**config.mk**
```make
export PLATFORM = sky130hd
export DESIGN_NAME = systolic_pe_db
export DESIGN_NICKNAME = d
export VERILOG_FILES = /design/src/rtl/systolic_pe_db.sv
export SDC_FILE = /design/constraint.sdc
export NUM_CORES = 1
export LEC_CHECK = 0
export CORE_MARGIN = 1
export CORE_UTILIZATION = 58
export CTS_CLUSTER_DIAMETER = 30
export DETAILED_ROUTE_END_ITERATION = 10
export GPL_ROUTABILITY_DRIVEN = 0
export MAX_ROUTING_LAYER = met4
export PLACE_DENSITY = 0.85
export SYNTH_ARGS = -nofsm -noshare
export SYNTH_HDL_FRONTEND = slang
export SYNTH_SLANG_ARGS = --single-unit
export TNS_END_PERCENT = 20
```
**constraint.sdc**
```tcl
create_clock -name clk_i -period 13.95 [get_ports clk_i]
set_clock_uncertainty 0.2 [all_clocks]
set_input_delay 2.79 -clock clk_i [delete_from_list [all_inputs] [get_ports clk_i]]
set_output_delay 2.79 -clock clk_i [all_outputs]
set_load 0.02 [all_outputs]
```
**src/rtl/systolic_pe_db.sv**
```systemverilog
// systolic_pe_db: weight-stationary PE with a double-buffered weight, valid tracking and a sticky error flag.
// Define PE_SAT_EN to saturate the PROCESS sum instead of wrapping it.
module systolic_pe_db #(
    parameter int DATA_W = 8,
    parameter int ACC_W  = 32,
    parameter int SIGNED = 1
) (
    input  logic              clk_i,
    input  logic              rst_i,
    input  logic [1:0]        mode_i,
    input  logic              add_zero_i,
    input  logic [DATA_W-1:0] left_data_i,
    input  logic              left_valid_i,
    input  logic [ACC_W-1:0]  top_psum_i,
    input  logic              top_valid_i,
    input  logic [DATA_W-1:0] w_i,
    input  logic              w_valid_i,
    input  logic              swap_i,
    output logic [DATA_W-1:0] right_data_o,
    output logic              right_valid_o,
    output logic [ACC_W-1:0]  bottom_psum_o,
    output logic              bottom_valid_o,
    output logic [DATA_W-1:0] w_o,
    output logic              w_valid_o,
    output logic              err_o
);
    if (ACC_W < 2*DATA_W) begin : g_acc_w_check
        $error("systolic_pe_db: ACC_W must be at least 2*DATA_W");
    end

    // mode 11 (HOLD) falls through every branch below and keeps the bottom outputs
    localparam logic [1:0] MODE_PASS = 2'b00;
    localparam logic [1:0] MODE_LOAD = 2'b01;
    localparam logic [1:0] MODE_PROC = 2'b10;

    logic [DATA_W-1:0]       active;
    logic [DATA_W-1:0]       shadow;
    logic                    shadow_full;
    logic signed [ACC_W-1:0] prod_s;
    logic [ACC_W-1:0]        prod_u;
    logic [ACC_W-1:0]        prod;
    logic [ACC_W-1:0]        addend;
    logic [ACC_W-1:0]        sum;
    logic                    align_err;
    logic                    swap_err;

    // operands widened first so the low ACC_W bits hold the exact product
    assign prod_s = ACC_W'($signed(active)) * ACC_W'($signed(left_data_i));
    assign prod_u = ACC_W'(active) * ACC_W'(left_data_i);
    assign prod   = (SIGNED != 0) ? prod_s : prod_u;
    assign addend = add_zero_i ? '0 : top_psum_i;

`ifdef PE_SAT_EN
    logic [ACC_W:0] sum_full;
    logic           ovf_s;
    assign sum_full = {1'b0, prod} + {1'b0, addend};
    assign ovf_s    = (prod[ACC_W-1] == addend[ACC_W-1]) && (sum_full[ACC_W-1] != prod[ACC_W-1]);
    assign sum = (SIGNED != 0)
               ? (ovf_s ? {prod[ACC_W-1], {(ACC_W-1){~prod[ACC_W-1]}}} : sum_full[ACC_W-1:0])
               : (sum_full[ACC_W] ? '1 : sum_full[ACC_W-1:0]);
`else
    assign sum = prod + addend;
`endif

    assign align_err = (mode_i == MODE_PROC) &&
                       (left_valid_i ? (!add_zero_i && !top_valid_i) : top_valid_i);
    assign swap_err  = swap_i && !shadow_full;

    always_ff @(posedge clk_i) begin
        if (rst_i) begin
            right_data_o   <= '0;
            right_valid_o  <= 1'b0;
            bottom_psum_o  <= '0;
            bottom_valid_o <= 1'b0;
            w_o            <= '0;
            w_valid_o      <= 1'b0;
            err_o          <= 1'b0;
            active         <= '0;
            shadow         <= '0;
            shadow_full    <= 1'b0;
        end else begin
            right_data_o  <= left_data_i;
            right_valid_o <= left_valid_i;
            w_o           <= w_i;
            w_valid_o     <= w_valid_i;
            if (w_valid_i) shadow <= w_i;
            if (swap_i && shadow_full) active <= shadow;
            // a fresh weight arriving with the swap refills the shadow immediately
            shadow_full <= w_valid_i || (shadow_full && !swap_i);
            err_o       <= err_o || swap_err || align_err;
            if (mode_i == MODE_PASS) begin
                bottom_psum_o  <= top_psum_i;
                bottom_valid_o <= top_valid_i;
            end else if (mode_i == MODE_LOAD) begin
                bottom_valid_o <= 1'b0;
            end else if (mode_i == MODE_PROC) begin
                bottom_psum_o  <= sum;
                bottom_valid_o <= left_valid_i && (add_zero_i || top_valid_i);
            end
        end
    end
endmodule

```
## Word-level counts from Yosys, hierarchy flattened

Index checks and enable logic that the tools add are counted.

- Bits in registers: 69
- Input port bits: 57
- Output and inout port bits: 52

- Add/sub/neg operators: 1
- $mul: 1
- Eq/ne operators: 3
- Mux-type cells: 8
- Reduce and logical (&&, ||, !) cells: 18

Operator list:

| kind | count |
|---|---|
| $mux W32 | 4 |
| $add A32 B32 Y32 | 1 |
| $mul A8 B8 Y16 | 1 |
| $logic_and A1 B1 Y1 | 6 |
| $logic_not A1 Y1 | 4 |
| $logic_or A1 B1 Y1 | 4 |
| $mux W1 | 4 |
| $reduce_bool A3 Y1 | 1 |
| $eq A2 B1 Y1 const B | 1 |
| $eq A2 B2 Y1 const B | 1 |
| $logic_not A2 Y1 | 1 |
| $ne A2 B2 Y1 const B | 1 |
| $reduce_and A2 Y1 | 1 |
| $reduce_bool A2 Y1 | 1 |

## Logic depth before layout (Yosys ltp)

- Word-level depth: 5
- Depth in mapped cells: 32
- Gate-level depth less buffers: 29

## Least setup slack after synthesis

OpenSTA, ideal clock, no wires.

- Kind: input port to flip-flop
- Start point: in left_data_i[3]
- End point: reg bottom_psum_o[25]
- Library setup time: 0.074 ns
- Data arrival time: 9.416 ns
- Data required time: 13.676 ns
- Slack: 4.259 ns
- Stages on the path: 28
- Path buffers: 3
- Cell sequence: and2_1 -> fa_1 -> inv_1 -> fa_1 -> fa_1 -> fa_1 -> inv_1 -> ha_1 -> a21oi_2 -> nand3_1 -> a311o_1 -> and3_4 -> buf_6 -> or2_2 -> inv_2 -> buf_2 -> buf_2 -> ha_1 -> a21o_1 -> a21o_1 -> a21oi_1 -> and2b_2 -> nor3_1 -> a21oi_4 -> nor2_4 -> xnor2_1 -> or3_1 -> a31oi_1

- Word-level cells in the longest chain between the ends: 5

RTL lines:

| what | RTL line | text |
|---|---|---|
| from (decl) | 12 | `input logic [DATA_W-1:0] left_data_i,` |
| $mul A8 B8 Y16 | 48 | `assign prod_s = ACC_W'($signed(active)) * ACC_W'($signed(left_data_i));` |
| $add A32 B32 Y32 | 62 | `assign sum = prod + addend;` |
| $mux W32 | 96 | `end else if (mode_i == MODE_PROC) begin` |
| $mux W32 | 94 | `end else if (mode_i == MODE_LOAD) begin` |
| $mux W32 | 91 | `if (mode_i == MODE_PASS) begin` |
| to (signal assigned) | 92 | `bottom_psum_o <= top_psum_i;` |
| to (signal assigned) | 97 | `bottom_psum_o <= sum;` |
| to (decl) | 21 | `output logic [ACC_W-1:0] bottom_psum_o,` |

Every way passes these cells. The select of a mux whose other input is x is not followed.
A chain may end at the register's enable or synchronous reset.

## Final worst setup path

- Start point: in left_data_i[2]
- End point: reg bottom_psum_o[24]

Same word-level chain as after synthesis.

==> summary.md <==
The flow ran to the end, but the final reports show violations. The checks that failed: design-rule violations. In the routed design, unresolved DRC markers number 6. Wires add up to 16,600 µm. Based on the critical path, the design can be clocked at up to 0.09489 GHz. The average via count per standard cell came out at 5.709.

The worst register-to-register path begins at active[7]. The register area share after synthesis came out at 0.1960. The final cycle utilization of the critical path was 0.7554. The count of nets left with antenna violations once routing finished came out at 0. Entering global routing, the biggest net connects 66 pins. The die covers 12,600 µm². The worst reg-to-reg path cell count is 25. The path class of the tightest hold or removal check is register to register. The worst endpoint required time was 13,980 ps; the final net count was 1,114. The critical path in this run is classified as input port to register. The synthesized area divided by synthesized cell count is 8.226 µm², and the time the worst path needs with I/O delays and setup is 10,540 ps. The floorplan step defined a core boundary enclosing 11,610 µm². The worst max-slew margin expressed relative to the limit came out at 0.4198. The top-area cell type share of the netlist area is 0.1960. Following the worst setup path forward leads to its endpoint at bottom_psum_o[24]. In this run the register-to-register setup slack is 6040 ps. The via count of the first global-routing pass came out at 6,136. The area growth from synthesis to layout is 20.32%. The origin of the worst setup path was left_data_i[2]. The clock latency on the worst-skew pair is 340 ps, and the detailed-route via count is 6,257. The initial standard-cell utilization of the core was 0.6070; the post-synthesis async set-or-reset flop share was 0. The number of warning messages in the yosys log is 0, and the number of endpoints with negative hold slack in the final report is 0.

The number of cells produced by synthesis was 857; the post-CTS setup repair buffer count was 0. CTS built an H-tree with a depth of 3. The global routing usage summed across all routing layers came out at 0.2905.

The slew at the pin closest to its max-slew limit was 869.3 ps. The die height works out to 112.2 µm. Row generation in the floorplan step produced 39 rows. The tools report the first-pass iteration count of the detailed router as 10.

By area the synthesized netlist is led by sky130_fd_sc_hd__dfxtp_1, sky130_fd_sc_hd__fa_1, sky130_fd_sc_hd__ha_1, sky130_fd_sc_hd__inv_1, sky130_fd_sc_hd__nor2b_1. The number of synthesized register bits is 69. Leading area contributor after synthesis: sky130_fd_sc_hd__dfxtp_1. Setup repair after global routing left no endpoint under its margin.

The number of hold buffers added after CTS was 0. The cell area that synthesis handed to floorplanning was 7049 µm². By count the netlist is led by sky130_fd_sc_hd__inv_1, sky130_fd_sc_hd__dfxtp_1, sky130_fd_sc_hd__a21oi_1, sky130_fd_sc_hd__nor2_1.

The estimated wirelength of the detail-placed design was 12,670 µm. The setup TNS after final layout came out at 0 ps. The final count of negative-setup-slack endpoints was 0.

The clock passes through at most 2 buffers. For this design the ratio of total power to cell area is 88.82 nW/µm². The die width came out at 112.2 µm. The net count after synthesis is 1,023, and the count of buffers from port buffering is 108. TritonCTS built the clock tree. For the count of pins over their slew limit, the log shows 0.

The most used standard cell by instance count after synthesis is sky130_fd_sc_hd__inv_1. The average detailed-routed wire length per instance is 15.15 µm, and the I/O pin total is 109. The worst setup path is launched from an input port. The run gives 9 as the total clock buffers created by CTS. The first global-routing pass estimated 28,730 µm of wire. The worst IR drop on VDD is 74.15 µV. The number of antenna violations at the first check in global routing is 0. Clock tree synthesis selected as its root buffer the cell sky130_fd_sc_hd__clkbuf_16.

Capture point of the worst reg-to-reg path: bottom_psum_o[24]. The total overflow left after global routing is 0. The count of unique library cells instantiated by Yosys was 73. The arrival time of data at the critical path endpoint is 10,570 ps. Endpoint kind of the worst setup timing path: a register. The clock drives 69 sinks. 0 antenna diodes ended up in the layout. Yosys mapped a number of flops with a built-in enable equal to 0. The fraction of final layout cells with drive strength greater than 1 is 0.04722, and the post-cts gate resize count is 0. In this run the worst path has a maximum fanout of 29. Final cell count without fillers: 1,096.

Max-cap violations in this run came to 0. For this run, the leading register cell type out of synthesis is sky130_fd_sc_hd__dfxtp_1. Clock-pin slew was measured on the worst setup and hold paths at 60 ps. In this run, the number of DRC markers left after iteration 0 of detailed routing was 349. Including well taps, the total number of placed cells is 1,080.

In this run the static leakage power is 3.807 nW.
[layout make-up]
| type | instances | area (µm²) |
|---|---|---|
| clock buffer | 9 | 225.2 |
| clock inverter | 7 | 103.9 |
| fill | 912 | 3132 |
| inverter | 112 | 420.4 |
| multi-input combinational | 644 | 5071 |
| sequential | 69 | 1381 |
| tap | 143 | 178.9 |
| timing repair buffer | 112 | 1101 |
[sequential cells by signal (all words and copies together) (netlist names)]
name            cells
right_valid_o       1
bottom_psum_o      32
shadow              8
w_o                 8
bottom_valid_o      1
err_o               1
shadow_full         1
w_valid_o           1
active              8
right_data_o        8
[layout by cell type, fill, tap and decap left out, drive strengths merged, types with 18 or more instances in the layout]
cell           netlist  final
xnor2               32     32
nor2b               56     56
inv                111    114
ha                  53     53
mux2i               18     18
o21ai               30     30
fa                  56     56
nand2               55     55
a21oi               71     71
nor2                69     69
and2                46     46
dfxtp               69     69
clkdlybuf4s50        0    106
[layer usage]
layer	track usage	part of all wire
met1	0.3501	0.43
met5	-	0
met4	0.09867	0.023
met3	0.05184	0.054
met2	0.4915	0.49
[where the power goes]
part | total [mW] | switching, mW | internal (mW)
clock network | 0.253 | 0.0943 | 0.159
registers | 0.219 | 0.00805 | 0.211
logic | 0.281 | 0.156 | 0.125
[metrics by stage]
stage	setup WS [ps]	power, mW	area (µm²)	hold slack, ps	util
after global routing	2971	0.7985	8482	270.9	0.7303
after CTS	3508	0.7565	8482	264.5	0.7303
after floorplan	4259	0.4198	7049	240.3	-
after global placement	3381	0.4957	8153	247.7	0.7020
final	3412	0.7533	8482	262.8	0.7303
after detailed placement	3188	0.4992	8153	245.4	0.7020
[cell families (layout without fill, tap and decap cells)]
kind of cell,Yosys count,in the layout,synth area share
mux,21,21,0.03035
compound gates,195,195,0.1828
fa+ha+maj,109,109,0.2531
flops,69,69,0.1960
simple gates,280,280,0.2047
buf+inv,144,240,0.08466
xor+xnor,39,39,0.04846
[worst max-delay path, stage by stage]
cell	delay (ps)
sky130_fd_sc_hd__clkdlybuf4s50_1	570
sky130_fd_sc_hd__nand2_1	190
sky130_fd_sc_hd__inv_1	100
sky130_fd_sc_hd__fa_1	610
sky130_fd_sc_hd__inv_1	170
sky130_fd_sc_hd__fa_1	590
sky130_fd_sc_hd__fa_1	450
sky130_fd_sc_hd__fa_1	550
sky130_fd_sc_hd__inv_1	40
sky130_fd_sc_hd__ha_1	350
sky130_fd_sc_hd__a21oi_2	200
sky130_fd_sc_hd__nand3_1	110
sky130_fd_sc_hd__a311o_1	310
sky130_fd_sc_hd__a21oi_1	400
sky130_fd_sc_hd__or2_2	390
sky130_fd_sc_hd__inv_2	290
sky130_fd_sc_hd__ha_1	450
sky130_fd_sc_hd__a21o_1	200
sky130_fd_sc_hd__a21o_1	190
sky130_fd_sc_hd__a31o_2	220
sky130_fd_sc_hd__a21oi_1	210
sky130_fd_sc_hd__nand2_1	130
sky130_fd_sc_hd__a21bo_2	230
sky130_fd_sc_hd__a311oi_1	320
sky130_fd_sc_hd__xor2_1	110
sky130_fd_sc_hd__a2111oi_0	390
[how the worst min path moves through the flow]
stage,slack [ps],start,cells after the start,endpoint
6_report,260,shadow[1],2,active[1]
4_1_cts,260,bottom_psum_o[17],2,bottom_psum_o[17]
3_5_place_dp,250,bottom_psum_o[17],2,bottom_psum_o[17]
3_3_place_gp,250,bottom_psum_o[17],2,bottom_psum_o[17]
5_1_grt,270,bottom_psum_o[17],2,bottom_psum_o[17]
2_1_floorplan,240,shadow[0],2,active[0]
No activity file was read; power rests on OpenSTA's default activity.
